<file path="src/rtl/ro_meas_pkg.sv">
// Shared types and defaults for the ring-oscillator measurement sequencer.
package ro_meas_pkg;

  typedef enum logic [2:0] {
    ST_IDLE,
    ST_SETUP,
    ST_ENABLE,
    ST_GATE,
    ST_STOP,
    ST_RESULT
  } ro_meas_state_e;

  localparam int SETTLE_DEF = 4;
  localparam int WARM_DEF   = 8;
  localparam int TRIM_W     = 5;

  // Width of a down-counter able to hold the larger of two preload values.
  function automatic int tmr_width(input int a, input int b);
    return $clog2(((a > b) ? a : b) + 1);
  endfunction

endpackage

</file>
<file path="src/rtl/ro_meas_ctrl_edge_sync.sv">
// Brings the divided oscillator output into wb_clk_i and flags rising edges.
module ro_edge_sync (
  input  logic wb_clk_i,
  input  logic wb_rst_ni,
  input  logic din,
  output logic rise
);

  logic s1_q, s2_q, prev_q;

  always_ff @(posedge wb_clk_i or negedge wb_rst_ni) begin
    if (!wb_rst_ni) begin
      s1_q   <= 1'b0;
      s2_q   <= 1'b0;
      prev_q <= 1'b0;
    end else begin
      s1_q   <= din;
      s2_q   <= s1_q;
      prev_q <= s2_q;
    end
  end

  assign rise = s2_q & ~prev_q;

endmodule

</file>
<file path="src/rtl/ro_meas_ctrl.sv">
// Ring-oscillator measurement sequencer: settle, warm up, gate-count, report.
// Optional feature: define RO_AUTOSCAN_EN to add scan_en and sweep all mux inputs.
//
// state  | meaning
// IDLE   | waiting for a command, cmd_ready high
// SETUP  | select/trim applied, oscillator held off for SETTLE cycles
// ENABLE | oscillator running for WARM cycles, edges ignored
// GATE   | counting synchronised rising edges for gate cycles
// STOP   | oscillator off for one cycle
// RESULT | result offered until res_ready
module ro_meas_ctrl
  import ro_meas_pkg::*;
#(
  parameter  int N_RO   = 16,
  parameter  int CNT_W  = 24,
  parameter  int GATE_W = 16,
  parameter  int SETTLE = SETTLE_DEF,
  parameter  int WARM   = WARM_DEF,
  localparam int SEL_W  = $clog2(N_RO)
) (
  input  logic              wb_clk_i,
  input  logic              wb_rst_ni,
`ifdef RO_AUTOSCAN_EN
  input  logic              scan_en,
`endif
  input  logic              cmd_valid,
  output logic              cmd_ready,
  input  logic [SEL_W-1:0]  cmd_sel,
  input  logic [TRIM_W-1:0] cmd_trim,
  input  logic [GATE_W-1:0] cmd_gate,
  input  logic              abort,
  input  logic              ro_in,
  output logic              ro_start,
  output logic [TRIM_W-1:0] ro_trim,
  output logic [SEL_W-1:0]  mux_sel,
  output logic              res_valid,
  input  logic              res_ready,
  output logic [CNT_W-1:0]  res_count,
  output logic [SEL_W-1:0]  res_sel,
  output logic              res_ovf,
  output logic              busy
);

  localparam int TMR_W = tmr_width(SETTLE, WARM);

  ro_meas_state_e state_q, state_d;

  logic [SEL_W-1:0]  sel_q;
  logic [TRIM_W-1:0] trim_q;
  logic [GATE_W-1:0] gate_q, gcnt_q;
  logic [TMR_W-1:0]  tmr_q;
  logic [CNT_W-1:0]  cnt_q;
  logic              ovf_q;
  logic              init_q;
  logic              rise;
  logic              accept;
  logic              scan_more;

  ro_edge_sync u_edge_sync (
    .wb_clk_i (wb_clk_i),
    .wb_rst_ni(wb_rst_ni),
    .din      (ro_in),
    .rise     (rise)
  );

  assign cmd_ready = init_q && (state_q == ST_IDLE);
  assign accept    = cmd_valid && cmd_ready;
  assign ro_start  = (state_q == ST_ENABLE) || (state_q == ST_GATE);
  assign res_valid = (state_q == ST_RESULT);
  assign busy      = (state_q != ST_IDLE);
  assign mux_sel   = sel_q;
  assign ro_trim   = trim_q;
  assign res_sel   = sel_q;
  assign res_count = cnt_q;
  assign res_ovf   = ovf_q;

`ifdef RO_AUTOSCAN_EN
  logic scan_q;
  assign scan_more = scan_q && (sel_q != SEL_W'(N_RO - 1));
`else
  assign scan_more = 1'b0;
`endif

  always_ff @(posedge wb_clk_i or negedge wb_rst_ni) begin
    if (!wb_rst_ni) state_q <= ST_IDLE;
    else            state_q <= state_d;
  end

  always_comb begin
    state_d = state_q;
    case (state_q)
      ST_IDLE:   if (accept) state_d = ST_SETUP;
      ST_SETUP:  if (tmr_q == '0) state_d = ST_ENABLE;
      ST_ENABLE: if (tmr_q == '0) state_d = (gate_q == '0) ? ST_STOP : ST_GATE;
      ST_GATE:   if (gcnt_q == GATE_W'(1)) state_d = ST_STOP;
      ST_STOP:   state_d = ST_RESULT;
      ST_RESULT: if (res_ready) state_d = scan_more ? ST_SETUP : ST_IDLE;
      default:   state_d = ST_IDLE;
    endcase
    if (abort && (state_q != ST_IDLE)) state_d = ST_IDLE;
  end

  always_ff @(posedge wb_clk_i or negedge wb_rst_ni) begin
    if (!wb_rst_ni) begin
      sel_q  <= '0;
      trim_q <= '0;
      gate_q <= '0;
      gcnt_q <= '0;
      tmr_q  <= '0;
      cnt_q  <= '0;
      ovf_q  <= 1'b0;
      init_q <= 1'b0;
`ifdef RO_AUTOSCAN_EN
      scan_q <= 1'b0;
`endif
    end else begin
      init_q <= 1'b1;

      if (accept) begin
        trim_q <= cmd_trim;
        gate_q <= cmd_gate;
`ifdef RO_AUTOSCAN_EN
        scan_q <= scan_en;
        sel_q  <= scan_en ? '0 : cmd_sel;
`else
        sel_q  <= cmd_sel;
`endif
      end else if (state_q == ST_RESULT && state_d == ST_SETUP) begin
        sel_q <= sel_q + SEL_W'(1);
      end

      if (state_d == ST_SETUP && state_q != ST_SETUP)
        tmr_q <= TMR_W'(SETTLE - 1);
      else if (state_d == ST_ENABLE && state_q != ST_ENABLE)
        tmr_q <= TMR_W'(WARM - 1);
      else if (tmr_q != '0)
        tmr_q <= tmr_q - TMR_W'(1);

      if (state_d == ST_GATE && state_q != ST_GATE)
        gcnt_q <= gate_q;
      else if (state_q == ST_GATE)
        gcnt_q <= gcnt_q - GATE_W'(1);

      // Each measurement starts from zero; saturation is sticky until then.
      if (state_d == ST_SETUP && state_q != ST_SETUP) begin
        cnt_q <= '0;
        ovf_q <= 1'b0;
      end else if (state_q == ST_GATE && rise) begin
        if (cnt_q == {CNT_W{1'b1}}) ovf_q <= 1'b1;
        else                        cnt_q <= cnt_q + CNT_W'(1);
      end
    end
  end

endmodule
</file>
<file path="config.mk">
export PLATFORM = sky130hd
export DESIGN_NAME = ro_meas_ctrl
export DESIGN_NICKNAME = d
export VERILOG_FILES = /design/src/rtl/ro_meas_pkg.sv /design/src/rtl/ro_meas_ctrl_edge_sync.sv /design/src/rtl/ro_meas_ctrl.sv
export SDC_FILE = /design/constraint.sdc
export NUM_CORES = 1
export LEC_CHECK = 0
export CAP_MARGIN = 10
export CORE_MARGIN = 4
export CORE_UTILIZATION = 35
export DETAILED_ROUTE_END_ITERATION = 8
export GPL_ROUTABILITY_DRIVEN = 0
export SETUP_SLACK_MARGIN = 0.3
export SLEW_MARGIN = 20
export SYNTH_ARGS = -nofsm -noshare
export SYNTH_HDL_FRONTEND = slang
export SYNTH_SLANG_ARGS = --single-unit
</file>
<file path="constraint.sdc">
create_clock -name wb_clk_i -period 4.9 [get_ports wb_clk_i]
set_clock_uncertainty 0.1 [all_clocks]
set_input_delay 0.98 -clock wb_clk_i [delete_from_list [all_inputs] [get_ports wb_clk_i]]
set_output_delay 0.98 -clock wb_clk_i [all_outputs]
set_load 0.005 [all_outputs]
</file>
Word-level counts from Yosys, hierarchy flattened
Cells that the tools add are included.
Widths: inputs -> output; s select.
Cells by class
  $add $sub $neg: 4
  eq/ne operators: 14
  mux-type cells: 21
  bitwise logic cells: 2
  reduce and logical (&&, ||, !) cells: 21
Operator list (number)
  $mux 24: 3
  $mux 16: 2
  $add 24x1->24 const B: 1
  $eq 24x24->1 const B: 1
  $mux 3: 7
  $mux 4: 5
  $pmux 3 s6: 1
  $eq 16x1->1 const B: 1
  $logic_not 16->1: 1
  $sub 16x1->16 const B: 1
  $eq 3x2->1 const B: 4
  $logic_and 1x1->1: 8
  $reduce_bool 2->1: 4
  $eq 3x1->1 const B: 2
  $eq 3x3->1 const B: 2
  $ne 3x2->1 const B: 2
  $reduce_bool 3->1: 2
  $add 4x1->4 const B: 1
  $logic_not 4->1: 1
  $reduce_and 2->1: 2
  $reduce_bool 4->1: 1
  $sub 4x1->4 const B: 1
  $logic_not 3->1: 1
  $mux 1: 3
  5 further kinds: 5
Storage, ports and cells
  register bits: 77
  output and inout port bits: 42
  logic and storage cells: 74

Logic depth before layout (Yosys ltp)
  depth in word-level cells: 10
  gate-level depth with buffers: 9

Hierarchy
From an unflattened synthesis, not the netlist that was laid out.
Unflattened totals
  cells, all modules: 430
  area, all modules: 3890.0 um2
By module, submodules not included
  ro_meas_ctrl: times used 1, cells an instance 426, area each 3801.1 um2, seq. area each 1851.8 um2
  ro_edge_sync: times used 1, cells an instance 4, area each 88.8 um2, seq. area each 75.1 um2

Worst setup path before layout
No wires, ideal clock.
  path type: input port to flip-flop
  start: in abort
  end: reg gcnt_q[11]
  library setup time: 0.120 ns
  arrival time: 2.410 ns
  path slack: 2.270 ns
  stages on the path: 5
  path through: or4b_2 -> o21ai_2 -> nand4_4 -> buf_4 -> a31o_2
Between the ends
  longest elaborated chain between the ends: 5
  elaborated cells on any way between the ends: 6
RTL lines
  start: declaration: RTL line ro_meas_ctrl.sv:31  | input logic abort,
  $logic_and 1x1->1 (*): RTL line ro_meas_ctrl.sv:100  | if (abort && (state_q != ST_IDLE)) state_d = ST_IDLE;
  $mux 3 (*): RTL line ro_meas_ctrl.sv:100
  $eq 3x2->1 (*): RTL line ro_meas_ctrl.sv:139  | if (state_d == ST_GATE && state_q != ST_GATE)
  $logic_and 1x1->1 (*): RTL line ro_meas_ctrl.sv:139
  $mux 16 or $reduce_bool 2->1 (tied branches)
  end signal: assignment: RTL line ro_meas_ctrl.sv:140  | gcnt_q <= gate_q;
  end signal: assignment: RTL line ro_meas_ctrl.sv:142  | gcnt_q <= gcnt_q - GATE_W'(1);
  end: declaration: RTL line ro_meas_ctrl.sv:50  | logic [GATE_W-1:0] gate_q, gcnt_q;
Every way passes the cells marked *; elsewhere a longest branch is shown, timed or not.
A chain may end at the register's enable or synchronous reset.

Worst setup path after layout
  start: in abort
  end: reg gcnt_q[10]
Same word-level chain as after synthesis.

==> results.toml <==
[run_status]
run_status = "complete, no violations"

[cells_and_area]
fill_cells = 1059
final_nets = 530
diodes = 0
regArea_um2 = 1930
multi_input_area_um2 = 1850
syn_to_final_growth_pct = 29.4
drive_above_1_share_pct = 7.60

[logic_synthesis]
synth_edf_count = 0
yosysUniqueCellTypes = 64
async_flop_share_pct = 100
synth_ff_type = "dfrtp_1"
ys_ff_latch = 77
avgSynthCellArea_um2 = 9.18
synthCells = 431
syn-cell-area_um2 = 3960
synth_fp_nets = 466
yosys_warnings = 0
seq_area_frac_synth_pct = 48.7

[worst_setup_path]
crit_type = "in2reg"
worstSetupEndpointType = "flop"
worst_setup_path_start_kind = "primary input"
critPathMaxFanout = 26
cp.required_ns = 5.01
worstPathArrival_ns = 3.32

[pwr]
p_per_area_nw_per_um2 = 462
power_leakage_uw = 0.00218
power.total_uw = 2370
peakVddDrop_mv = 0.216

[routing]
post-route-drc-count = 0
viasPerCell = 5.26
ant_nets = 0
drt-pass1-iter-count = 4
drt_iter0_drc = 126
vias = 3365
wl_per_cell_um = 15.0
wl_mm = 9.59

[clock_tree]
clk_pin_slew_worst_paths_ns = 0.06
clock_sinks = 77
ctsResizeCount = 0
numCtsBuffers = 9
clock_latency_ns = 0.33
cts-root-buf = "clkbuf_16"
cts_tree = "built"
holdBufCountCts = 0
clk_path_buf_depth = 2
h-tree-depth = 3
cts_setup_buffers = 0

[grt]
grt_pass1_wl_mm = 16.1
grt_pass1_vias = 3300
grt_overflow = 0
track_usage_pct = 15.3
antenna_found_initial = 0
grt_max_degree = 78

[job]
drv_cap = 0

[floorplan]
start_util_pct = 36.2
coreArea_um2 = 10900
io_pins = 73
dieArea_um2 = 13100
die_w_um = 114
die_h_um = 114
rows = 38

[min_path]
min-delay-path-class = "reg2reg"

[sta]
fin_crit_sh_pct = 65.6
fmax_mhz = 311
slew_viol_final = 0
layout_min_cycle_time_ns = 3.21
rsz0062_at_grt = "no"
worst_slew_pin_slew_ns = 0.715
hold_viol_final = 0
max_slew_margin_pct = 52.3
setup_viol = 0
final.setup.tns_ns = 0

[placement]
portBuffers = 72
dp_hpwl_mm = 6.66
[area by class of cell]
class,count,share of cell area [%]
well taps,140,3.42
flip-flops and latches,77,37.6
inverters,23,1.69
repair buffers,74,14.8
multi-input cells,310,36.1
clock buffers,13,5.08
clock inverters,3,1.32
[routing by layer]
metal	global-route usage (%)	wire length, um	vias up
li1	-	-	1659
met1	19.7	4430	1627
met2	24.0	4450	67
met3	5.18	519	12
met4	5.30	192	0
met5	0	0	-
[power breakdown]
part | internal (uW) | switching, uW | total, uW
logic | 326 | 308 | 635
clock network | 474 | 251 | 725
registers | 826 | 181 | 1010
[synthesized netlist by cell type, types with 9 or more instances]
cell type	number	area, um^2
nand2_1	96	360
dfrtp_1	77	1930
inv_1	23	86.3
o21ai_0	18	90.1
a21oi_1	17	85.1
nor2_1	15	56.3
nand3_1	14	70.1
mux2i_1	12	120
clkbuf_1	11	41.3
nor3_1	10	50.1
nand4_1	9	56.3
or3_1	9	56.3
[state kept, by name (all words and copies together), names as in the netlist]
signal and flops:
gate_q 16, res_count 24, tmr_q 4, res_ovf 1
ro_trim 5, init_q 1, mux_sel 4, u_edge_sync.s1_q 1
u_edge_sync.prev_q 1, gcnt_q 16, u_edge_sync.s2_q 1, state_q 3
[worst paths after layout]
path / startpoint / end / slack, ns / cells past startpoint
max: abort / gcnt_q[10] / 1.69 / 6
min: u_edge_sync.s1_q / u_edge_sync.s2_q / 0.28 / 0
max reg2reg: tmr_q[0] / gcnt_q[10] / 2.27 / 7
min reg2reg: u_edge_sync.s1_q / u_edge_sync.s2_q / 0.28 / 0
max in group asynchronous: wb_rst_ni / gate_q[6] / 3.63 / 1
min in group asynchronous: wb_rst_ni / res_count[15] / 0.58 / 1
[layout by cell type, fill, tap and decap left out, types with 3 or more instances in the layout]
cell type        instances
or3_1                    9
inv_1                   23
o21a_1                   3
nand4_1                  9
and4_1                   3
o22ai_1                  5
a21oi_1                 17
nand2b_1                 6
a31o_2                   5
o21ai_0                 18
o211ai_1                 4
nand3_1                 14
and2_1                   5
dfrtp_1                 77
ha_1                     4
o31ai_1                  4
clkbuf_16                9
mux2i_1                 12
clkdlybuf4s50_1         71
nor2_1                  14
a21o_1                   5
a31oi_1                  8
nor4_1                   7
nor3_1                  10
nand2_1                 96
or4_1                    6
[cells by family after synthesis]
kind of cell	synth area share, %
xor gates and xnor gates	0.885
and+or+nand+nor	26.5
AOI/OAI and AO/OA	14.8
other	0.0948
buffers and inverters	4.81
muxes	3.04
DFF	48.7
adders and majority gates	1.26
[per-stage QoR]
stage / instances / cell area (um^2) / setup slack, ns / hold WS [ns] / utilization, %
6_report: 640 / 5120 / 1.69 / 0.275 / 46.8
5_1_grt: 640 / 5120 / 1.57 / 0.283 / 46.8
4_1_cts: 640 / 5120 / 1.70 / 0.267 / 46.8
3_5_place_dp: 624 / 4790 / 1.35 / 0.253 / 43.8
3_3_place_gp: 623 / 4760 / 1.41 / 0.232 / 43.5
2_1_floorplan: 431 / 3960 / 2.27 / 0.231 / -
[critical path, stage by stage]
cell and delay, ns:
clkdlybuf4s50_1 0.51, or4b_2 0.72, o21ai_2 0.19, nand4_4 0.39
mux2i_1 0.22, or2_2 0.30
(Power assumes the default switching activity.)
